File: config.mk
export PLATFORM = sky130hd
export DESIGN_NAME = mem_wb_stage
export DESIGN_NICKNAME = d
export VERILOG_FILES = /design/src/rtl/mem_wb_stage.sv
export SDC_FILE = /design/constraint.sdc
export NUM_CORES = 1
export LEC_CHECK = 0
export CAP_MARGIN = 20
export CORE_UTILIZATION = 48
export DETAILED_ROUTE_END_ITERATION = 8
export PLACE_DENSITY = 0.84
export SLEW_MARGIN = 5
export SYNTH_ARGS = -nofsm -noshare
export SYNTH_HDL_FRONTEND = slang
export SYNTH_SLANG_ARGS = --single-unit
File: constraint.sdc
create_clock -name clk -period 5.3 [get_ports clk]
set_clock_uncertainty 0.15 [all_clocks]
set_input_delay 0.795 -clock clk [delete_from_list [all_inputs] [get_ports clk]]
set_output_delay 0.795 -clock clk [all_outputs]
set_load 0.005 [all_outputs]
File: src/rtl/mem_wb_stage.sv
// MEM/WB pipeline register and writeback stage: load extraction, writeback-source
// selection, register-file write port, EX forwarding mirror and retired-instruction count.
module mem_wb_stage #(
    parameter int CNT_W = 32
) (
    input  logic             clk,
    input  logic             rstn,
    input  logic [15:0]      sw_i,
    input  logic             stall,
    input  logic             flush,
    input  logic             in_valid,
    input  logic             in_RegWrite,
    input  logic [1:0]       in_WDSel,
    input  logic [2:0]       in_DMType,
    input  logic [31:0]      in_alu,
    input  logic [31:0]      in_mem_word,
    input  logic [31:0]      in_pc,
    input  logic [4:0]       in_rd,
    output logic             RFWr,
    output logic [4:0]       A3,
    output logic [31:0]      WD,
    output logic             wb_valid,
    output logic             fwd_en,
    output logic [4:0]       fwd_rd,
    output logic [31:0]      fwd_data,
    output logic             misalign,
    output logic [CNT_W-1:0] retire_cnt
);

    localparam logic [1:0] WDSEL_MEM = 2'b01;
    localparam logic [1:0] WDSEL_PC4 = 2'b10;

    localparam logic [2:0] DM_LH  = 3'b001;
    localparam logic [2:0] DM_LHU = 3'b010;
    localparam logic [2:0] DM_LB  = 3'b011;
    localparam logic [2:0] DM_LBU = 3'b100;

    logic             valid_reg;
    logic             regwrite_reg;
    logic [4:0]       rd_reg;
    logic [31:0]      wd_reg;
    logic             misalign_reg;
    logic [CNT_W-1:0] cnt_reg;

    logic [1:0]  byte_off;
    logic [7:0]  byte_lane [4];
    logic [7:0]  load_byte;
    logic [15:0] load_half;
    logic [31:0] load_data;
    logic [31:0] wd_next;
    logic        misalign_next;
    logic        freeze;
    logic        advance;

    // Only the debug-pause switch matters here; the rest of the bank is ignored.
    logic unused_sw;
    assign unused_sw = ^{sw_i[15:2], sw_i[0]};

    assign byte_off = in_alu[1:0];

    generate
        for (genvar gi = 0; gi < 4; gi++) begin : g_lane
            assign byte_lane[gi] = in_mem_word[8*gi +: 8];
        end
    endgenerate

    assign load_byte = byte_lane[byte_off];
    assign load_half = in_alu[1] ? in_mem_word[31:16] : in_mem_word[15:0];

    // Unlisted DMType encodings fall through to a full-word load.
    always_comb begin
        load_data = in_mem_word;
        case (in_DMType)
            DM_LH:   load_data = {{16{load_half[15]}}, load_half};
            DM_LHU:  load_data = {16'h0000, load_half};
            DM_LB:   load_data = {{24{load_byte[7]}}, load_byte};
            DM_LBU:  load_data = {24'h000000, load_byte};
            default: load_data = in_mem_word;
        endcase
    end

    always_comb begin
        wd_next = in_alu;
        case (in_WDSel)
            WDSEL_MEM: wd_next = load_data;
            WDSEL_PC4: wd_next = in_pc + 32'd4;
            default:   wd_next = in_alu;
        endcase
    end

    always_comb begin
        misalign_next = 1'b0;
        if (in_WDSel == WDSEL_MEM) begin
            case (in_DMType)
                DM_LH, DM_LHU: misalign_next = byte_off[0];
                DM_LB, DM_LBU: misalign_next = 1'b0;
                default:       misalign_next = (byte_off != 2'b00);
            endcase
        end
    end

    // A flush overrides a stall, so the held instruction still leaves the stage.
    assign freeze  = sw_i[1];
    assign advance = !freeze && (flush || !stall);

    always_ff @(posedge clk or negedge rstn) begin
        if (!rstn) begin
            valid_reg    <= 1'b0;
            regwrite_reg <= 1'b0;
            rd_reg       <= 5'd0;
            wd_reg       <= 32'd0;
            misalign_reg <= 1'b0;
            cnt_reg      <= '0;
        end else begin
            if (valid_reg && advance)
                cnt_reg <= cnt_reg + CNT_W'(1);
            if (!freeze) begin
                if (flush) begin
                    valid_reg    <= 1'b0;
                    regwrite_reg <= 1'b0;
                    rd_reg       <= 5'd0;
                    wd_reg       <= 32'd0;
                    misalign_reg <= 1'b0;
                end else if (!stall) begin
                    valid_reg    <= in_valid;
                    regwrite_reg <= in_RegWrite;
                    rd_reg       <= in_rd;
                    wd_reg       <= wd_next;
                    misalign_reg <= misalign_next;
                end
            end
        end
    end

    assign RFWr       = valid_reg && regwrite_reg && (rd_reg != 5'd0);
    assign A3         = rd_reg;
    assign WD         = wd_reg;
    assign wb_valid   = valid_reg;
    assign misalign   = misalign_reg;
    assign retire_cnt = cnt_reg;

    assign fwd_en   = RFWr;
    assign fwd_rd   = A3;
    assign fwd_data = WD;

endmodule
; ---- Yosys cells after proc, flatten, opt, wreduce, memory -nomap -nowiden
; Cells that the tools add are included.
[op_classes]
n_addsub = 2
order_cmp = 1
n_eq_ne = 7
muxes = 18
bitwise = 2
reduce_logical = 12
[ops]
columns = operator, count
row1 = 32-bit one-hot mux with 4 select lines, 1
row2 = 32-bit two-way mux, 2
row3 = 32-bit one-hot mux with 2 select lines, 1
row4 = 32-bit by 1-bit adder with 32-bit output (second input constant), 1
row5 = 32-bit by 3-bit adder with 32-bit output (second input constant), 1
row6 = 8-bit binary-select mux with 2-bit select, 1
row7 = 16-bit two-way mux, 1
row8 = 8-bit two-way mux, 2
row9 = 5-bit two-way mux, 2
row10 = 1-bit two-way mux, 7
row11 = 3-bit by 2-bit equality test with 1-bit output (second input constant), 2
row12 = 5-bit nonzero test, 1
row13 = 1-bit logical AND, 4
row14 = 2-bit OR reduction, 2
row15 = 3-bit by 1-bit equality test with 1-bit output (second input constant), 1
row16 = 3-bit equality test (second input constant), 1
row17 = 3-bit >= comparator (second input constant), 1
row18 = 2-bit NOT with 3-bit output, 1
row19 = 2-bit by 1-bit equality test with 1-bit output (second input constant), 1
row20 = 2-bit equality test (second input constant), 1
row21 = 1-bit logical NOT, 2
row22 = 2-bit by 1-bit inequality test with 1-bit output (second input constant), 1
row23 = 1-bit one-hot mux with 2 select lines, 1
row24 = 2-bit AND reduction, 1
row25 = 3 further kinds, 3
[word_totals]
reg_bits = 72
input_bits = 128
elab_cells = 48

; ---- Depth between registers and ports, before layout
; Gate-level depths: netlist of run 1.
[logic_depth]
depth_word = 8
mapped_depth = 9

; ---- Worst setup path after synthesis of run 1
; OpenSTA, ideal clock, no wires.
[synth_path]
kind = input-to-reg
start = in in_pc[2]
end = reg wd_reg[28], in the netlist WD[28]
arrival_time_ns = 2.437
setup_slack_ns = 2.636
path_stages = 7
path_buffers = 1
path_cell_list = ha_1 > nand3_4 > or4_4 > buf_6 > nor3_1 > mux2_2 > a21oi_1
[synth_between]
elab_chain_len = 4
[synth_rtl]
columns = item, line_no
row1 = from (decl), 17  ; input logic [31:0] in_pc,
row2 = 32-bit by 3-bit adder with 32-bit output, 86  ; WDSEL_PC4: wd_next = in_pc + 32'd4;
row3 = 32-bit one-hot mux with 2 select lines, 84  ; case (in_WDSel)
row4 = 32-bit two-way mux, 124  ; end else if (!stall) begin
row5 = 32-bit two-way mux, 118  ; if (flush) begin
row6 = to (signal assigned), 128  ; wd_reg <= wd_next;
row7 = to (decl), 41  ; logic [31:0] wd_reg;
; Every way passes these cells. The select of a mux whose other input is x is not followed.
; A chain may end at the register's enable or synchronous reset.

; ---- Worst setup path in the final report of run 1
[layout_path]
start = in in_DMType[0]
end = reg wd_reg[5], in the netlist WD[5]
[layout_between]
elab_chain_len = 5
word_cells_on_any_way = 8
[layout_rtl]
columns = item, line_no
row1 = from (decl), 14  ; input logic [2:0] in_DMType,
row2 = "3-bit equality test, or another cell as far along", 73  ; case (in_DMType)
row3 = 32-bit one-hot mux with 4 select lines (*), 73
row4 = 32-bit one-hot mux with 2 select lines (*), 84
row5 = 32-bit two-way mux (*), 124
row6 = 32-bit two-way mux (*), 118
; Every way passes the cells marked *; elsewhere a longest branch is shown, timed or not. The select of a mux whose other input is x is not followed.

==> results.json, run 1 <==
{
  "critical_path.max_fanout": 20,
  "dr.pass1.iters": 9,
  "final_util_pct": 69.3,
  "cp_slowest_stage_delay_ns": 0.78,
  "num_io_pins": 238,
  "cts-resized-gates": 0,
  "synth_cells": 707,
  "synthDistinctLibCells": 78,
  "grt_pass1_vias": 6207,
  "row_count": 39,
  "cts_buffers": 9,
  "design.core.area_um2": 11600,
  "yosysSeqAreaShare_pct": 30.9,
  "avgSynthCellArea_um2": 8.24,
  "grt_max_degree": 73,
  "critPathSlowestCell": "clkdlybuf4s50_1",
  "fmax_mhz": 296,
  "run_status": "finished with violations",
  "synth-edff-count": 0,
  "setup_slack_ns": 1.92,
  "violations": "DRC",
  "grt_setup_unrepaired": "false",
  "async_flop_share_pct": 100,
  "dieArea_um2": 12600,
  "slew_headroom_pct": 32.9,
  "fin_nets": 997,
  "fin_crit_sh_pct": 63.7,
  "overflow": 0,
  "die_width_um": 112,
  "dp_worst_setup_slack_ns": 1.55,
  "clk_pin_slew_ns": 0.07,
  "place_area_um2": 7730,
  "critPathTopFamily": "buffers and inverters",
  "finalHoldViolCount": 0,
  "final_cell_mix": "221 x clkdlybuf4s50_1, 75 x nand2_1, 72 x dfrtp_1",
  "area_growth_pct": 38.2,
  "syn-num-nets": 839,
  "antenna_found_initial": 0,
  "critPathRequiredTime_ns": 5.38,
  "synth_top_flop_cell": "dfrtp_1",
  "crit_path_start_kind": "primary input",
  "drv_cap": 0,
  "crit_path_end_kind": "flop",
  "start_util_pct": 50.1,
  "wl_per_cell_um": 22.3,
  "place.gp.congestion": 0.965,
  "track_usage_pct": 35.9,
  "synth_warnings": 0,
  "ant_nets": 0,
  "critPathBufInv": 2,
  "timing.setup.tns_ns": 0,
  "hold_slack_ns": 0.329,
  "slew_viol_final": 0,
  "synthesis.area_um2": 5820,
  "path_cells": "clkdlybuf4s50_1, buf_4, or3_1, nand2_1, nor3_1, o22a_1, o41ai_1",
  "clockBufferDepth": 2,
  "hpwlAfterDp_um": 16900,
  "leakage_nw": 3.13,
  "htree_levels": 3,
  "setup_viol_count_final": 0,
  "final_common_cell": "clkdlybuf4s50_1",
  "cts.sinks": 72,
  "grt_pass1_wl_um": 34600,
  "drcViolationCount": 15,
  "arrival_ns": 3.45,
  "cts_hold_buffers": 0,
  "post_cts_buffers": 0,
  "min_period_ns": 3.38,
  "finish.instance_area_um2": 8050,
  "power_density_nw_per_um2": 230,
  "cts_tree": "yes",
  "wirelength_um": 22600,
  "ys_ff_latch": 72,
  "clk_latency_ns": 0.34,
  "drt_iter0_drc": 844,
  "hold_path.class": "flop to flop",
  "layout-drive-gt1-share_pct": 5.75,
  "worst_pin_slew_ns": 1.01,
  "crit_type": "primary input to flop",
  "portBuffers": 222,
  "peakVddDrop_mv": 0.155,
  "via_count": 6420,
  "viasPerCell": 6.34,
  "die_y_um": 112,
  "n_antenna_cell": 0,
  "root_buffer": "clkbuf_16"
}
-- kinds of logic (layout without fill, tap and decap cells) --
logic type	Yosys count	after routing	share of synthesized area (%)
AND/OR/NAND/NOR	248	248	23.5
flip-flops	72	72	30.9
adder cells (fa/ha/maj)	7	7	1.38
AO/OA/AOI/OAI	215	215	24.3
buffers and inverters	110	273	11.4
multiplexers	6	6	1.12
XOR/XNOR	49	49	7.37
-- metal layers --
metal	vias to the layer above	share of wire (%)	wire, µm	global-route usage (%)
met5	-	0	0	0
met4	0	3.4	775	14.2
met3	61	9.3	2100	8.64
met2	380	47	10700	60.2
met1	3090	40	9010	44.7
li1	2889	-	-	-
-- stage by stage --
step,power (mW),std cells
2_1_floorplan,0.907,707
3_3_place_gp,1.20,996
3_5_place_dp,1.22,996
4_1_cts,1.85,1012
5_1_grt,1.92,1013
6_report,1.85,1013
-- cell type report --
| class | count | area [µm²] |
|---|---|---|
| Multi-Input combinational cell | 525 | 3360 |
| Tap cell | 143 | 179 |
| Sequential cell | 72 | 1800 |
| Timing Repair Buffer | 233 | 2310 |
| Clock buffer | 9 | 225 |
| Clock inverter | 7 | 77.6 |
| Inverter | 24 | 90.1 |
| Fill cell | 921 | 3570 |
-- worst paths after layout --
| kind | start | to | slack, ns | cells past startpoint |
|---|---|---|---|---|
| min reg2reg | retire_cnt[31]$_DFFE_PN0P_ | retire_cnt[31]$_DFFE_PN0P_ | 0.33 | 1 |
| min | retire_cnt[31]$_DFFE_PN0P_ | retire_cnt[31]$_DFFE_PN0P_ | 0.33 | 1 |
| min in group asynchronous | rstn | retire_cnt[16]$_DFFE_PN0P_ | 0.44 | 1 |
| max in group asynchronous | rstn | retire_cnt[7]$_DFFE_PN0P_ | 3.94 | 1 |
| max | in_DMType[0] | WD[5]$_DFFE_PN0P_ | 1.92 | 7 |
| max reg2reg | wb_valid$_DFFE_PN0P_ | retire_cnt[31]$_DFFE_PN0P_ | 2.90 | 5 |
-- synthesized netlist by cell type, types with 13 or more instances --
| master | instances | area share (%) |
|---|---|---|
| nand2_1 | 75 | 4.8 |
| dfrtp_1 | 72 | 31 |
| o21ai_0 | 62 | 5.3 |
| a21oi_1 | 42 | 3.6 |
| buf_4 | 38 | 4.9 |
| xnor2_1 | 30 | 4.5 |
| nor2_1 | 28 | 1.8 |
| clkbuf_1 | 26 | 1.7 |
| inv_1 | 24 | 1.5 |
| nand3_1 | 23 | 2.0 |
| nand2b_1 | 20 | 2.1 |
| nor3_1 | 19 | 1.6 |
| xor2_1 | 19 | 2.9 |
| nor4_1 | 17 | 1.8 |
| nand4_1 | 13 | 1.4 |
-- power by group --
group          internal (mW)  leakage [nW]  switching [mW]  total [mW]
Sequential             0.596         0.963          0.0590       0.655
Combinational          0.298          2.02           0.265       0.563
Clock                  0.370         0.147           0.263       0.633
Total                   1.26          3.13           0.587        1.85
-- worst reg2reg max path: cells and delay by family, from the launching register on --
kind             cells  cell delay [ns]
flip-flops           1             0.49
AND/OR/NAND/NOR      4             1.51
XOR/XNOR             1             0.18
Note: power is estimated with default switching activity, not from simulation.
==> run 2, diff against run 1 <==
- CORE_UTILIZATION: 48 -> 44
- PLACE_DENSITY: 0.84 -> 0.78
- clock period: 5.3 -> 3.45 ns (I/O delays scaled with it)
==> results.json, run 2 (synthesis gave the netlist of run 1 again) <==
{
  "grt_pass1_vias": 6087,
  "fmax_mhz": 354,
  "min_period_ns": 2.82,
  "antenna_found_initial": 0,
  "root_buffer": "clkbuf_16",
  "slew_headroom_pct": 37.1,
  "critPathRequiredTime_ns": 3.51,
  "n_antenna_cell": 0,
  "worst_pin_slew_ns": 0.944,
  "cts.sinks": 72,
  "clkPwrFrac_pct": 35.4,
  "portBuffers": 222,
  "n_fill_cell": 1024,
  "crit_path_start_kind": "primary input",
  "intPower_mw": 2.04,
  "ant_nets": 0,
  "combPwrFrac_pct": 30.4,
  "timing.setup.tns_ns": 0,
  "row_count": 41,
  "timing.rr.start": "retire_cnt[0]$_DFFE_PN0P_",
  "peakVddDrop_mv": 0.221,
  "setup_viol_count_final": 0,
  "layout-drive-gt1-share_pct": 8.07,
  "slew_viol_final": 0,
  "rr_endpoint": "retire_cnt[30]$_DFFE_PN0P_",
  "htree_levels": 3,
  "seq_power_share_pct": 34.1,
  "die_y_um": 117,
  "wirelength_um": 22500,
  "clk_pin_slew_ns": 0.07,
  "run_status": "completed",
  "final_common_cell": "clkdlybuf4s50_1",
  "cts_buffers": 9,
  "area_growth_pct": 42.8,
  "final_util_pct": 65.1,
  "arrival_ns": 2.89,
  "leakage_nw": 3.27,
  "start_util_pct": 45.6,
  "rr_worst_depth": 6,
  "grt_setup_unrepaired": "false",
  "track_usage_pct": 33.4,
  "viasPerCell": 6.05,
  "fin_crit_sh_pct": 81.8,
  "critical_path.max_fanout": 10,
  "crit_path_end_kind": "flop",
  "clk_latency_ns": 0.33,
  "num_io_pins": 238,
  "die_width_um": 117,
  "dieArea_um2": 13700,
  "cts_tree": "yes",
  "drv_cap": 0,
  "grt_pass1_wl_um": 34100,
  "hpwlAfterDp_um": 17700,
  "cts_hold_buffers": 0,
  "cts-resized-gates": 0,
  "dr.pass1.iters": 5,
  "drcViolationCount": 0,
  "hold_path.class": "primary input to asynchronous set/reset pin",
  "clockBufferDepth": 2,
  "power_switching_mw": 0.897,
  "place.gp.congestion": 0.977,
  "finalHoldViolCount": 0,
  "overflow": 0,
  "wl_per_cell_um": 21.2,
  "crit_type": "primary input to flop",
  "setup_slack_ns": 0.627,
  "grt_max_degree": 73,
  "dp_worst_setup_slack_ns": 0.294,
  "final_cell_mix": "221 x clkdlybuf4s50_1, 75 x nand2_1, 72 x dfrtp_1",
  "fin_nets": 1019,
  "post_cts_buffers": 0,
  "p_sw_share_pct": 30.5,
  "rrSetupSlack_ns": 1.10,
  "via_count": 6441,
  "power_density_nw_per_um2": 353,
  "drt_iter0_drc": 739,
  "design.core.area_um2": 12800
}
run 2: cell count changes in the layout (fill, tap and decap cells not counted):
cell        change
inv_6           -1
buf_8           -1
clkinvlp_4      -1
buf_12          +4
buf_4          +19
bufinv_16       +1
inv_8           +1
run 2: through the flow:
stage	hold WS [ns]	instance area [µm²]	total power, mW	std cells
6_report	0.159	8320	2.94	1064
4_1_cts	0.216	8320	2.93	1064
3_3_place_gp	0.312	7990	1.88	1048
5_1_grt	0.252	8320	3.06	1064
3_5_place_dp	0.324	7990	1.90	1048
2_1_floorplan	0.0719	5820	1.39	707
run 2: metal layers:
metal | wire length [µm] | global-route usage [%]
met3 | 1750 | 4.89
met2 | 10300 | 53.3
met1 | 9580 | 45.4
met5 | 0 | 0
met4 | 851 | 13.6
run 2: worst max-delay path by stage:
stage                        start                         end  slack [ns]  depth (start not counted)
after CTS                 in_pc[3]          WD[26]$_DFFE_PN0P_        0.65                          7
final                     in_pc[3]          WD[26]$_DFFE_PN0P_        0.63                          7
after global placement    in_pc[3]          WD[26]$_DFFE_PN0P_        0.32                          7
after global routing         stall  retire_cnt[31]$_DFFE_PN0P_        0.49                          6
after detailed placement  in_pc[3]          WD[26]$_DFFE_PN0P_        0.29                          7
after floorplan           in_pc[2]          WD[28]$_DFFE_PN0P_        1.06                          7
run 2: power by group through the flow:
stage | Combinational (mW) | Sequential, mW | Clock (mW)
final | 0.895 | 1.00 | 1.04
after detailed placement | 0.883 | 1.02 | 0
after global routing | 0.968 | 1.02 | 1.08
after floorplan | 0.394 | 1.00 | 0
after CTS | 0.889 | 1.00 | 1.04
after global placement | 0.870 | 1.01 | 0
run 2: worst max-delay path, cell delays in order:
cell	delay, ns
clkdlybuf4s50_1	0.52
ha_1	0.30
nand3_4	0.14
or4_4	0.63
o211a_1	0.26
nor4_1	0.42
o21ai_1	0.09
run 2: layout make-up:
class	count	area, µm²	area share [%]
Clock buffer	9	225	2.71
Sequential cell	72	1800	21.7
Clock inverter	7	103	1.23
Inverter	24	90.1	1.08
Timing Repair Buffer	255	2520	30.3
Multi-Input combinational cell	525	3360	40.4
Tap cell	172	215	2.59
==> run 3, diff against run 2 <==
- clock period: 3.45 -> 2.7 ns (I/O delays scaled with it)
==> results.json, run 3 (synthesis gave the netlist of run 1 again) <==
{
  "cts_buffers": 9,
  "area_growth_pct": 51.1,
  "post_cts_buffers": 0,
  "ant_nets": 0,
  "timing.rr.start": "retire_cnt[0]$_DFFE_PN0P_",
  "seq_power_share_pct": 33.4,
  "num_io_pins": 238,
  "drcViolationCount": 0,
  "critPathRequiredTime_ns": 2.77,
  "rrSetupSlack_ns": 0.57,
  "peakVddDrop_mv": 0.274,
  "dieArea_um2": 13700,
  "combPwrFrac_pct": 31.7,
  "n_antenna_cell": 0,
  "p_sw_share_pct": 30.6,
  "hpwlAfterDp_um": 18800,
  "hold_path.class": "primary input to asynchronous set/reset pin",
  "wl_per_cell_um": 20.8,
  "grt-busiest-layer": "met2",
  "slew_viol_final": 0,
  "clockBufferDepth": 2,
  "layout-drive-gt1-share_pct": 14.4,
  "die_y_um": 117,
  "fmax_mhz": 378,
  "rr_endpoint": "retire_cnt[30]$_DFFE_PN0P_",
  "portBuffers": 222,
  "cts_tree": "yes",
  "layoutNonFillerInstCount": 1129,
  "intPower_mw": 2.66,
  "fin_crit_sh_pct": 98.1,
  "wirelength_um": 23500,
  "place.gp.congestion": 0.993,
  "clk_pin_slew_ns": 0.06,
  "crit_type": "primary input to flop",
  "start_util_pct": 45.6,
  "grt_setup_unrepaired": "false",
  "row_count": 41,
  "critical_path.max_fanout": 4,
  "crit_path_start_kind": "primary input",
  "clk_latency_ns": 0.34,
  "worst_pin_slew_ns": 0.937,
  "die_width_um": 117,
  "leakage_nw": 3.57,
  "clkPwrFrac_pct": 34.9,
  "final_common_cell": "clkdlybuf4s50_1",
  "critPathBufInv": 2,
  "multi_input_area_um2": 3370,
  "arrival_ns": 2.72,
  "crit_path_end_kind": "flop",
  "overflow": 0,
  "finalPower_mw": 3.84,
  "power_switching_mw": 1.18,
  "path_cells": "clkdlybuf4s50_1, nand4_2, or4_4, o311a_1, nor4_1, buf_4, o21ai_1",
  "viasPerCell": 5.99,
  "via_count": 6767,
  "fin_nets": 1084,
  "grt_max_degree": 73,
  "dp.cells": 1113,
  "cts_hold_buffers": 0,
  "slew_headroom_pct": 37.5,
  "grt_pass1_wl_um": 35800,
  "htree_levels": 3,
  "drv_cap": 0,
  "rr_worst_depth": 6,
  "dr.pass1.iters": 5,
  "critPathTopFamily": "simple AND/OR/NAND/NOR gates",
  "grt_pass1_vias": 6487,
  "grt_use_met2_pct": 58.4,
  "finalHoldViolCount": 0,
  "cts.sinks": 72,
  "root_buffer": "clkbuf_16",
  "track_usage_pct": 34.9,
  "run_status": "completed",
  "design.core.area_um2": 12800,
  "power_density_nw_per_um2": 437,
  "min_period_ns": 2.65,
  "cp_slowest_stage_delay_ns": 0.61,
  "antenna_found_initial": 0,
  "ff_latch_area_um2": 1800,
  "grtUsageMet3_pct": 5.82,
  "gr-usage-met1_pct": 46.4,
  "final_cell_mix": "221 x clkdlybuf4s50_1, 96 x buf_4, 75 x nand2_1",
  "setup_viol_count_final": 0,
  "critPathSlowestCell": "or4_4",
  "cts-resized-gates": 0,
  "drt_iter0_drc": 666,
  "n_fill_cell": 1015
}
## run 3: final cells by class
cell class / count / area share [%]
clock buffer: 9 / 2.56
multi-input combinational: 525 / 38.3
timing repair buffer: 320 / 34.0
tap: 172 / 2.45
inverter: 24 / 1.02
sequential: 72 / 20.5
clock inverter: 7 / 1.17
## run 3: metrics by stage
stage / util, % / worst slack [ns] / hold slack, ns / area (µm²) / TNS [ns]
floorplan: - / 0.426 / -0.0406 / 5820 / 0
global placement: 66.3 / -0.284 / 0.309 / 8460 / -0.854
detailed placement: 66.3 / -0.293 / 0.333 / 8460 / -1.42
CTS: 68.8 / 0.0437 / 0.0808 / 8790 / 0
global route: 68.9 / 0.0425 / 0.125 / 8800 / 0
finish: 68.9 / 0.0521 / 0.0363 / 8800 / 0
## run 3: power by group through the flow
stage / registers (mW) / logic, mW / clock network, mW
global placement: 1.29 / 1.18 / 0
CTS: 1.28 / 1.21 / 1.35
global route: 1.30 / 1.31 / 1.40
detailed placement: 1.30 / 1.20 / 0
floorplan: 1.28 / 0.503 / 0
finish: 1.28 / 1.22 / 1.34
## run 3: worst max path at each step
stage,startpoint,end,slack [ns],depth (start not counted)
floorplan,in_pc[2],WD[28]$_DFFE_PN0P_,0.43,7
global placement,in_pc[2],WD[26]$_DFFE_PN0P_,-0.28,8
detailed placement,in_pc[2],WD[26]$_DFFE_PN0P_,-0.29,8
CTS,in_pc[2],WD[26]$_DFFE_PN0P_,0.04,8
global route,in_pc[2],WD[26]$_DFFE_PN0P_,0.04,8
finish,in_pc[5],WD[29]$_DFFE_PN0P_,0.05,7
## run 3: worst reg2reg max path: stages, from the launching register on
cell and delay (ns):
dfrtp_1 0.44, ha_1 0.19, and2_1 0.24, nor4b_2 0.30, and4_1 0.40, nand4_1 0.17
xnor2_1 0.15
## run 3: routing by layer
layer	share of wire, %	wire (µm)
met1	42	9830
met2	47	11100
met3	8.4	1960
met4	2.5	587
met5	0	0
